### src/rtl/field_sequencer_if.sv
// Bundle of the sequencer's button, UART, SPI and actuator/status signals.
`timescale 1ns/1ps
interface field_sequencer_if #(
  parameter int NCH = 4,
  parameter int DW  = 8
);
  logic           bt_start;
  logic           bt_setting;
  logic [7:0]     rx_data;
  logic           rx_done;
  logic [DW-1:0]  sensor_data;
  logic           spi_done;
  logic [NCH-1:0] act_out;
  logic [DW-1:0]  led_out;
  logic           morning_signal;
  logic           after_signal;
  logic           day_done;
  logic           cmd_err;

  // Upstream side: buttons, UART RX, SPI master, and the observer of outputs.
  modport master (
    output bt_start, bt_setting, rx_data, rx_done, sensor_data, spi_done,
    input  act_out, led_out, morning_signal, after_signal, day_done, cmd_err
  );

  // Sequencer side.
  modport slave (
    input  bt_start, bt_setting, rx_data, rx_done, sensor_data, spi_done,
    output act_out, led_out, morning_signal, after_signal, day_done, cmd_err
  );
endinterface

### src/rtl/field_sequencer.sv
// Day-cycle sequencer: IDLE -> WAIT_SENSE -> MORNING -> AFTERNOON -> DONE,
// driving NCH actuator enables gated by a UART-set mask and a sensor inhibit.
`timescale 1ns/1ps

// One actuator channel: even channels run in the morning, odd in the afternoon.
module field_sequencer_lane #(
  parameter bit ODD = 1'b0
) (
  input  logic clk,
  input  logic n_rst,
  input  logic en_i,
  input  logic morning_i,
  input  logic after_i,
  output logic act_o
);
  logic act_q, act_d;

  assign act_d = en_i & ((morning_i & ~ODD) | (after_i & ODD));

  // Output register: enable follows state/mask/inhibit one cycle later.
  always_ff @(posedge clk or negedge n_rst) begin
    if (!n_rst) act_q <= 1'b0;
    else        act_q <= act_d;
  end

  assign act_o = act_q;
endmodule

module field_sequencer #(
  parameter int            NCH         = 4,
  parameter int            DW          = 8,
  parameter int            PHASE_TICKS = 1000,
  parameter logic [DW-1:0] THRESH      = DW'(8'h80)
) (
  input logic              clk,
  input logic              n_rst,
  field_sequencer_if.slave bus
);
  localparam int            CW   = $clog2(PHASE_TICKS);
  localparam logic [CW-1:0] LAST = CW'(PHASE_TICKS - 1);

  typedef enum logic [2:0] {
    S_IDLE, S_WAIT_SENSE, S_MORNING, S_AFTERNOON, S_DONE
  } state_t;

  state_t          state_q, state_d;
  logic [CW-1:0]   cnt_q, cnt_d;
  logic [NCH-1:0]  mask_q, mask_d;
  logic [DW-1:0]   sample_q, sample_d;
  logic            err_q, err_d;
  logic            inhibit;
  logic [NCH-1:0]  act;

  // State and phase-counter register.
  always_ff @(posedge clk or negedge n_rst) begin
    if (!n_rst) begin
      state_q <= S_IDLE;
      cnt_q   <= '0;
    end else begin
      state_q <= state_d;
      cnt_q   <= cnt_d;
    end
  end

  // Next state; the counter is zero outside the phases and on each phase entry.
  always_comb begin
    state_d = state_q;
    cnt_d   = '0;
    unique case (state_q)
      S_IDLE:       if (bus.bt_start) state_d = S_WAIT_SENSE;
      S_WAIT_SENSE: if (bus.spi_done) state_d = S_MORNING;
      S_MORNING: begin
        if (cnt_q == LAST) state_d = S_AFTERNOON;
        else               cnt_d   = cnt_q + CW'(1);
      end
      S_AFTERNOON: begin
        if (cnt_q == LAST) state_d = S_DONE;
        else               cnt_d   = cnt_q + CW'(1);
      end
      S_DONE:       state_d = S_IDLE;
      default:      state_d = S_IDLE;
    endcase
    // Abort wins over start and over phase expiry.
    if (bus.bt_setting) begin
      state_d = S_IDLE;
      cnt_d   = '0;
    end
  end

  // Command decode: digit toggles a channel, '0' clears, 'A' sets, else error.
  always_comb begin
    mask_d = mask_q;
    err_d  = 1'b0;
    if (bus.rx_done) begin
      if (bus.rx_data == 8'h30) begin
        mask_d = '0;
      end else if (bus.rx_data == 8'h41) begin
        mask_d = '1;
      end else begin
        err_d = 1'b1;
        for (int i = 0; i < NCH; i++) begin
          if (bus.rx_data == 8'(8'h31 + i)) begin
            mask_d[i] = ~mask_q[i];
            err_d     = 1'b0;
          end
        end
      end
    end
  end

  // Sensor sample latches on every SPI strobe regardless of state.
  assign sample_d = bus.spi_done ? bus.sensor_data : sample_q;

  // Mask, sensor sample and error-pulse registers.
  always_ff @(posedge clk or negedge n_rst) begin
    if (!n_rst) begin
      mask_q   <= '0;
      sample_q <= '0;
      err_q    <= 1'b0;
    end else begin
      mask_q   <= mask_d;
      sample_q <= sample_d;
      err_q    <= err_d;
    end
  end

  assign inhibit = (sample_q >= THRESH);

  for (genvar i = 0; i < NCH; i++) begin : g_lane
    field_sequencer_lane #(.ODD((i % 2) == 1)) u_lane (
      .clk       (clk),
      .n_rst     (n_rst),
      .en_i      (mask_q[i] & ~inhibit),
      .morning_i (state_q == S_MORNING),
      .after_i   (state_q == S_AFTERNOON),
      .act_o     (act[i])
    );
  end

  assign bus.act_out        = act;
  assign bus.led_out        = sample_q;
  assign bus.morning_signal = (state_q == S_MORNING);
  assign bus.after_signal   = (state_q == S_AFTERNOON);
  assign bus.day_done       = (state_q == S_DONE);
  assign bus.cmd_err        = err_q;
endmodule

### src/flat_wrapper.sv
// flat-port wrapper written by rule: the top's interface ports become plain ports
module field_sequencer_flat 
#(
  parameter int            NCH         = 4,
  parameter int            DW          = 8,
  parameter int            PHASE_TICKS = 1000,
  parameter logic [DW-1:0] THRESH      = DW'(8'h80)
)
  (clk, n_rst, bus_bt_start, bus_bt_setting, bus_rx_data, bus_rx_done, bus_sensor_data, bus_spi_done, bus_act_out, bus_led_out, bus_morning_signal, bus_after_signal, bus_day_done, bus_cmd_err);
  field_sequencer_if #(.NCH(NCH), .DW(DW)) bus_i ();
  input logic clk;
  input logic n_rst;
  input wire logic [$bits(bus_i.bt_start)-1:0] bus_bt_start;
  input wire logic [$bits(bus_i.bt_setting)-1:0] bus_bt_setting;
  input wire logic [$bits(bus_i.rx_data)-1:0] bus_rx_data;
  input wire logic [$bits(bus_i.rx_done)-1:0] bus_rx_done;
  input wire logic [$bits(bus_i.sensor_data)-1:0] bus_sensor_data;
  input wire logic [$bits(bus_i.spi_done)-1:0] bus_spi_done;
  output wire logic [$bits(bus_i.act_out)-1:0] bus_act_out;
  output wire logic [$bits(bus_i.led_out)-1:0] bus_led_out;
  output wire logic [$bits(bus_i.morning_signal)-1:0] bus_morning_signal;
  output wire logic [$bits(bus_i.after_signal)-1:0] bus_after_signal;
  output wire logic [$bits(bus_i.day_done)-1:0] bus_day_done;
  output wire logic [$bits(bus_i.cmd_err)-1:0] bus_cmd_err;
  assign bus_i.bt_start = bus_bt_start;
  assign bus_i.bt_setting = bus_bt_setting;
  assign bus_i.rx_data = bus_rx_data;
  assign bus_i.rx_done = bus_rx_done;
  assign bus_i.sensor_data = bus_sensor_data;
  assign bus_i.spi_done = bus_spi_done;
  assign bus_act_out = bus_i.act_out;
  assign bus_led_out = bus_i.led_out;
  assign bus_morning_signal = bus_i.morning_signal;
  assign bus_after_signal = bus_i.after_signal;
  assign bus_day_done = bus_i.day_done;
  assign bus_cmd_err = bus_i.cmd_err;
  field_sequencer #(.NCH(NCH), .DW(DW), .PHASE_TICKS(PHASE_TICKS), .THRESH(THRESH)) u_core (.clk(clk), .n_rst(n_rst), .bus(bus_i));
endmodule
### config.mk
export PLATFORM = sky130hd
export DESIGN_NAME = field_sequencer_flat
export DESIGN_NICKNAME = d
export VERILOG_FILES = /design/src/rtl/field_sequencer_if.sv /design/src/rtl/field_sequencer.sv /design/src/flat_wrapper.sv
export SDC_FILE = /design/constraint.sdc
export NUM_CORES = 1
export LEC_CHECK = 0
export CAP_MARGIN = 20
export CORE_MARGIN = 3
export CORE_UTILIZATION = 40
export DETAILED_ROUTE_END_ITERATION = 10
export PLACE_DENSITY = 0.72
export SETUP_SLACK_MARGIN = 0.5
export SLEW_MARGIN = 15
export SYNTH_ARGS = -nofsm -noshare
export SYNTH_HDL_FRONTEND = slang
export SYNTH_SLANG_ARGS = --single-unit
### constraint.sdc
create_clock -name clk -period 3.51 [get_ports clk]
set_input_delay 0.702 -clock clk [delete_from_list [all_inputs] [get_ports clk]]
set_output_delay 0.702 -clock clk [all_outputs]
set_load 0.05 [all_outputs]
# Word level (Yosys, flattened, before mapping)
# Cells that the tools add are included.
[op_classes]
add_sub_neg = 1
n_lt_le_gt_ge = 1
n_eq_ne = 15
n_mux = 22
n_bitwise = 13
n_reduce_logical = 11
[ops]
columns = ["operator", "n"]
rows = [
  ["$eq A8 B6 Y1 const B", 5],
  ["$mux W10", 3],
  ["$mux W3", 5],
  ["$pmux W3 S4", 1],
  ["$reduce_bool A3 Y1", 4],
  ["$mux W1", 11],
  ["$add A10 B1 Y10 const B", 1],
  ["$eq A10 B10 Y1 const B", 1],
  ["$and A1 B1 Y1", 8],
  ["$eq A8 B7 Y1 const B", 1],
  ["$ge A8 B8 Y1 const B", 1],
  ["$mux W4", 2],
  ["$reduce_and A2 Y1", 4],
  ["$eq A3 B2 Y1 const B", 2],
  ["$ne A3 B2 Y1 const B", 2],
  ["$ne A3 B3 Y1 const B", 2],
  ["$not A1 Y1", 5],
  ["$reduce_and A4 Y1", 1],
  ["$eq A3 B1 Y1 const B", 1],
  ["$eq A3 B3 Y1 const B", 1],
  ["$logic_not A3 Y1", 1],
  ["$reduce_or A2 Y1", 1],
]
[totals]
register_bits = 30
input_bits = 22
output_inout_bits = 16
word_cells = 75

# Longest topological paths before layout
[depth]
depth_word = 8
ltp_mapped = 5

# Hierarchy
# A second synthesis with hierarchy kept.
[hier_totals]
hier_cells = 133
area_unflattened_um2 = 1436.4
[modules_own_cells]
columns = ["module", "instances", "cells_per_inst", "area_per_inst_um2"]
rows = [
  ["field_sequencer", 1, 125, 1311.3],
  ["field_sequencer_lane", 4, 2, 31.3],
]

# Worst setup path before layout
# No wires, ideal clock.
[synth_path]
path_kind = "register to output"
start = "register u_core.state_q[1]"
end = "output bus_day_done"
t_arrival_ns = 1.733
required_ns = 2.808
setup_slack_ns = 1.075
stages_incl_launch_ff = 3
path_cell_list = "dfrtp_1 > clkbuf_1 > nor3b_1"
[synth_via]
elab_chain_cells = 1
[synth_lines]
columns = ["element", "line_no", "rtl"]
rows = [
  ["from (decl)", "field_sequencer.sv:46", "state_t state_q, state_d;"],
  ["from (signal assigned)", "field_sequencer.sv:60", "state_q <= state_d;"],
  ["$eq A3 B3 Y1", "field_sequencer.sv:144", "assign bus.day_done = (state_q == S_DONE);"],
  ["to (decl)", "flat_wrapper.sv:23", "output wire logic [$bits(bus_i.day_done)-1:0] bus_day_done;"],
]
# Every way passes these cells.

# Worst setup path in the final report
[layout_path]
start = "register u_core.state_q[1]"
end = "output bus_morning_signal"
[layout_via]
elab_chain_cells = 1
[layout_lines]
columns = ["element", "line_no", "rtl"]
rows = [
  ["$eq A3 B2 Y1", "field_sequencer.sv:142", "assign bus.morning_signal = (state_q == S_MORNING);"],
  ["to (decl)", "flat_wrapper.sv:21", "output wire logic [$bits(bus_i.morning_signal)-1:0] bus_morning_signal;"],
]
# Every way passes these cells.

==> flow_metrics.tcl <==
set metrics [dict create \
    vias_per_cell 5.24 \
    multi_input_area_um2 666 \
    final_util_pct 56.2 \
    drt_pass1_iterations 6 \
    grt_pass1_wl_um 4730 \
    arrival_ns 1.99 \
    hold_class "reg -> reg" \
    vias 1147 \
    tightest_slew_ns 0.502 \
    setup_viol 0 \
    drive_above_1_share_pct 13.9 \
    cts.sinks 30 \
    cap_violations 0 \
    critPathKind "reg -> out" \
    crit_fanout 8 \
    ys_seq_elements 30 \
    hold_buffers 0 \
    pin_count 38 \
    drv_slew 0 \
    placed_area_um2 1860 \
    antenna_found_initial 0 \
    finalNetCount 196 \
    syn_area_um2 1470 \
    die_x_um 66.7 \
    clock_skew_ns 0.00416 \
    slew_headroom_pct 66.4 \
    antenna-diode-count 0 \
    ff_latch_area_um2 751 \
    coreArea_um2 3440 \
    yosysUniqueCellTypes 38 \
    clockRootBuffer "clkbuf_8" \
    drc 0 \
    syn2layout_area_growth_pct 31.4 \
    clkTransAtPathRegs_ns 0.06 \
    post-cts-setup-buffers 0 \
    p_per_area_nw_per_um2 402 \
    dp_hpwl_um 2170 \
    rows 21 \
    cts_buffers 5 \
    ir_drop_v 0.000132 \
    grt_pass1_vias 1059 \
    startpoint_type "register" \
    port_buffers 37 \
    final_cell_area_um2 1940 \
    cp-end-kind "primary output" \
    p_leak_nw 0.756 \
    die-area_um2 4450 \
    ys_warn_count 0 \
    seq_area_frac_synth_pct 51.0 \
    outcome "finished clean" \
    hold_ws_ns 0.459 \
    cts_resized 0 \
    period_needed_ns 2.70 \
    finalCritPeriodShare_pct 76.8 \
    grt_max_degree 31 \
    clk_latency_ns 0.28 \
    antenna_left 0 \
    synth_edf_count 0 \
    synthCells 136 \
    finalWirelength_um 2910 \
    detail_route.iter0.violations 63 \
    fmax_mhz 371 \
    cts_buffer_depth 2 \
    rsz0062_at_grt "false" \
    synth_flop_cell "dfrtp_1" \
    fin_setup_tns_ns 0 \
    grtUsageTotal_pct 14.6 \
    overflow 0 \
    syn_nets 159 \
    die_h_um 66.7 \
    tritoncts "done" \
    hold_violations 0 \
    htree_num_levels 2 \
    fillers 284 \
    avgSynthCellArea_um2 10.8 \
    async_flop_share_pct 100 \
    critPathRequiredTime_ns 2.81 \
    wl_per_cell_um 13.3 \
    globalplace.congestion 0.893 \
    initial_core_util_pct 42.8 \
]
-- layout make-up --
type,instances,area share (%)
Tap cell,46,2.97
Sequential cell,30,38.8
Inverter,2,0.388
Timing Repair Buffer,38,19.5
Multi-Input combinational cell,96,34.4
Clock buffer,7,3.94
-- stage by stage --
stage,setup WS (ns),std cells,total power [W]
CTS,0.792,219,0.000786
finish,0.815,219,0.000777
floorplan,1.07,136,0.000466
detailed placement,1.10,212,0.000532
global route,0.658,219,0.000812
global placement,1.13,212,0.000528
-- cell usage after synthesis, types with 2 or more instances --
library cell	instances	share of area, %
clkbuf_1	3	0.76
nor4_1	2	0.85
buf_4	5	2.5
nor2b_1	4	1.7
nor3_1	4	1.4
nand4_1	2	0.85
and4bb_2	2	1.7
dfrtp_1	30	51
inv_1	2	0.51
mux2_2	9	6.9
xnor2_1	5	3.0
nor2_1	18	4.6
and3_1	2	0.85
xor2_1	4	2.4
nor4b_1	2	1.2
nand2_1	12	3.1
o21ai_0	5	1.7
nand3_1	4	1.4
nand2b_1	2	0.85
-- layout by cell type, fill, tap and decap left out, types with 2 or more instances in the layout --
| master | netlist | final |
|---|---|---|
| clkdlybuf4s50_1 | 0 | 37 |
| dfrtp_1 | 30 | 30 |
| nor2_1 | 18 | 18 |
| nand2_1 | 12 | 12 |
| mux2_2 | 9 | 9 |
| xnor2_1 | 5 | 5 |
| o21ai_0 | 5 | 5 |
| clkbuf_8 | 0 | 5 |
| nor2b_1 | 4 | 4 |
| nand3_1 | 4 | 4 |
| nor3_1 | 4 | 4 |
| xor2_1 | 4 | 4 |
| nand4_1 | 2 | 2 |
| inv_1 | 2 | 2 |
| and4bb_2 | 2 | 2 |
| and3_1 | 2 | 2 |
| nor4b_1 | 2 | 2 |
| nor4_1 | 2 | 2 |
| nand2b_1 | 2 | 2 |
| clkbuf_1 | 3 | 2 |
-- routing by layer --
metal  up-vias  GRT usage, %  share of wire [%]
li1        548             -                  -
met1       545          15.9                 41
met2        46          24.5                 49
met3         8          5.40                7.3
met4         0          7.61                2.2
met5         -             0                  0
-- critical path, stage by stage (launching register included) --
cell             delay (ns)
dfrtp_1                0.51
nor2b_1                0.25
nor2b_1                0.15
clkdlybuf4s50_1        0.81
-- cells by family after synthesis --
family,after synthesis,synth area share (%)
and+or+nand+nor,62,24.1
buffers and inverters,10,3.82
DFF,30,51.0
AOI/OAI and AO/OA,15,7.99
muxes,9,6.88
xor gates and xnor gates,9,5.35
adders and majority gates,1,0.849
-- worst paths after layout --
kind / from / endpoint / slack [ns] / depth (start not counted)
max: u_core.state_q[1] / bus_morning_signal / 0.81 / 3
min: u_core.cnt_q[0] / u_core.cnt_q[0] / 0.46 / 1
max reg2reg: u_core.cnt_q[4] / u_core.state_q[0] / 2.00 / 4
min reg2reg: u_core.cnt_q[0] / u_core.cnt_q[0] / 0.46 / 1
max in group asynchronous: n_rst / u_core.bus.led_out[0] / 2.43 / 2
min in group asynchronous: n_rst / u_core.bus.led_out[5] / 0.81 / 2
-- flip-flops by register name, indices dropped and copies added, names as in the netlist --
name	cells
u_core.mask_q	4
u_core.state_q	3
u_core.g_lane.u_lane.act_o	4
u_core.bus.led_out	8
u_core.cnt_q	10
u_core.bus.cmd_err	1
-- where the power goes --
group | switching, W | internal (W)
logic | 0.0000788 | 0.0000638
clock network | 0.000116 | 0.000136
registers | 0.0000168 | 0.000366
(Power assumes the default switching activity.)
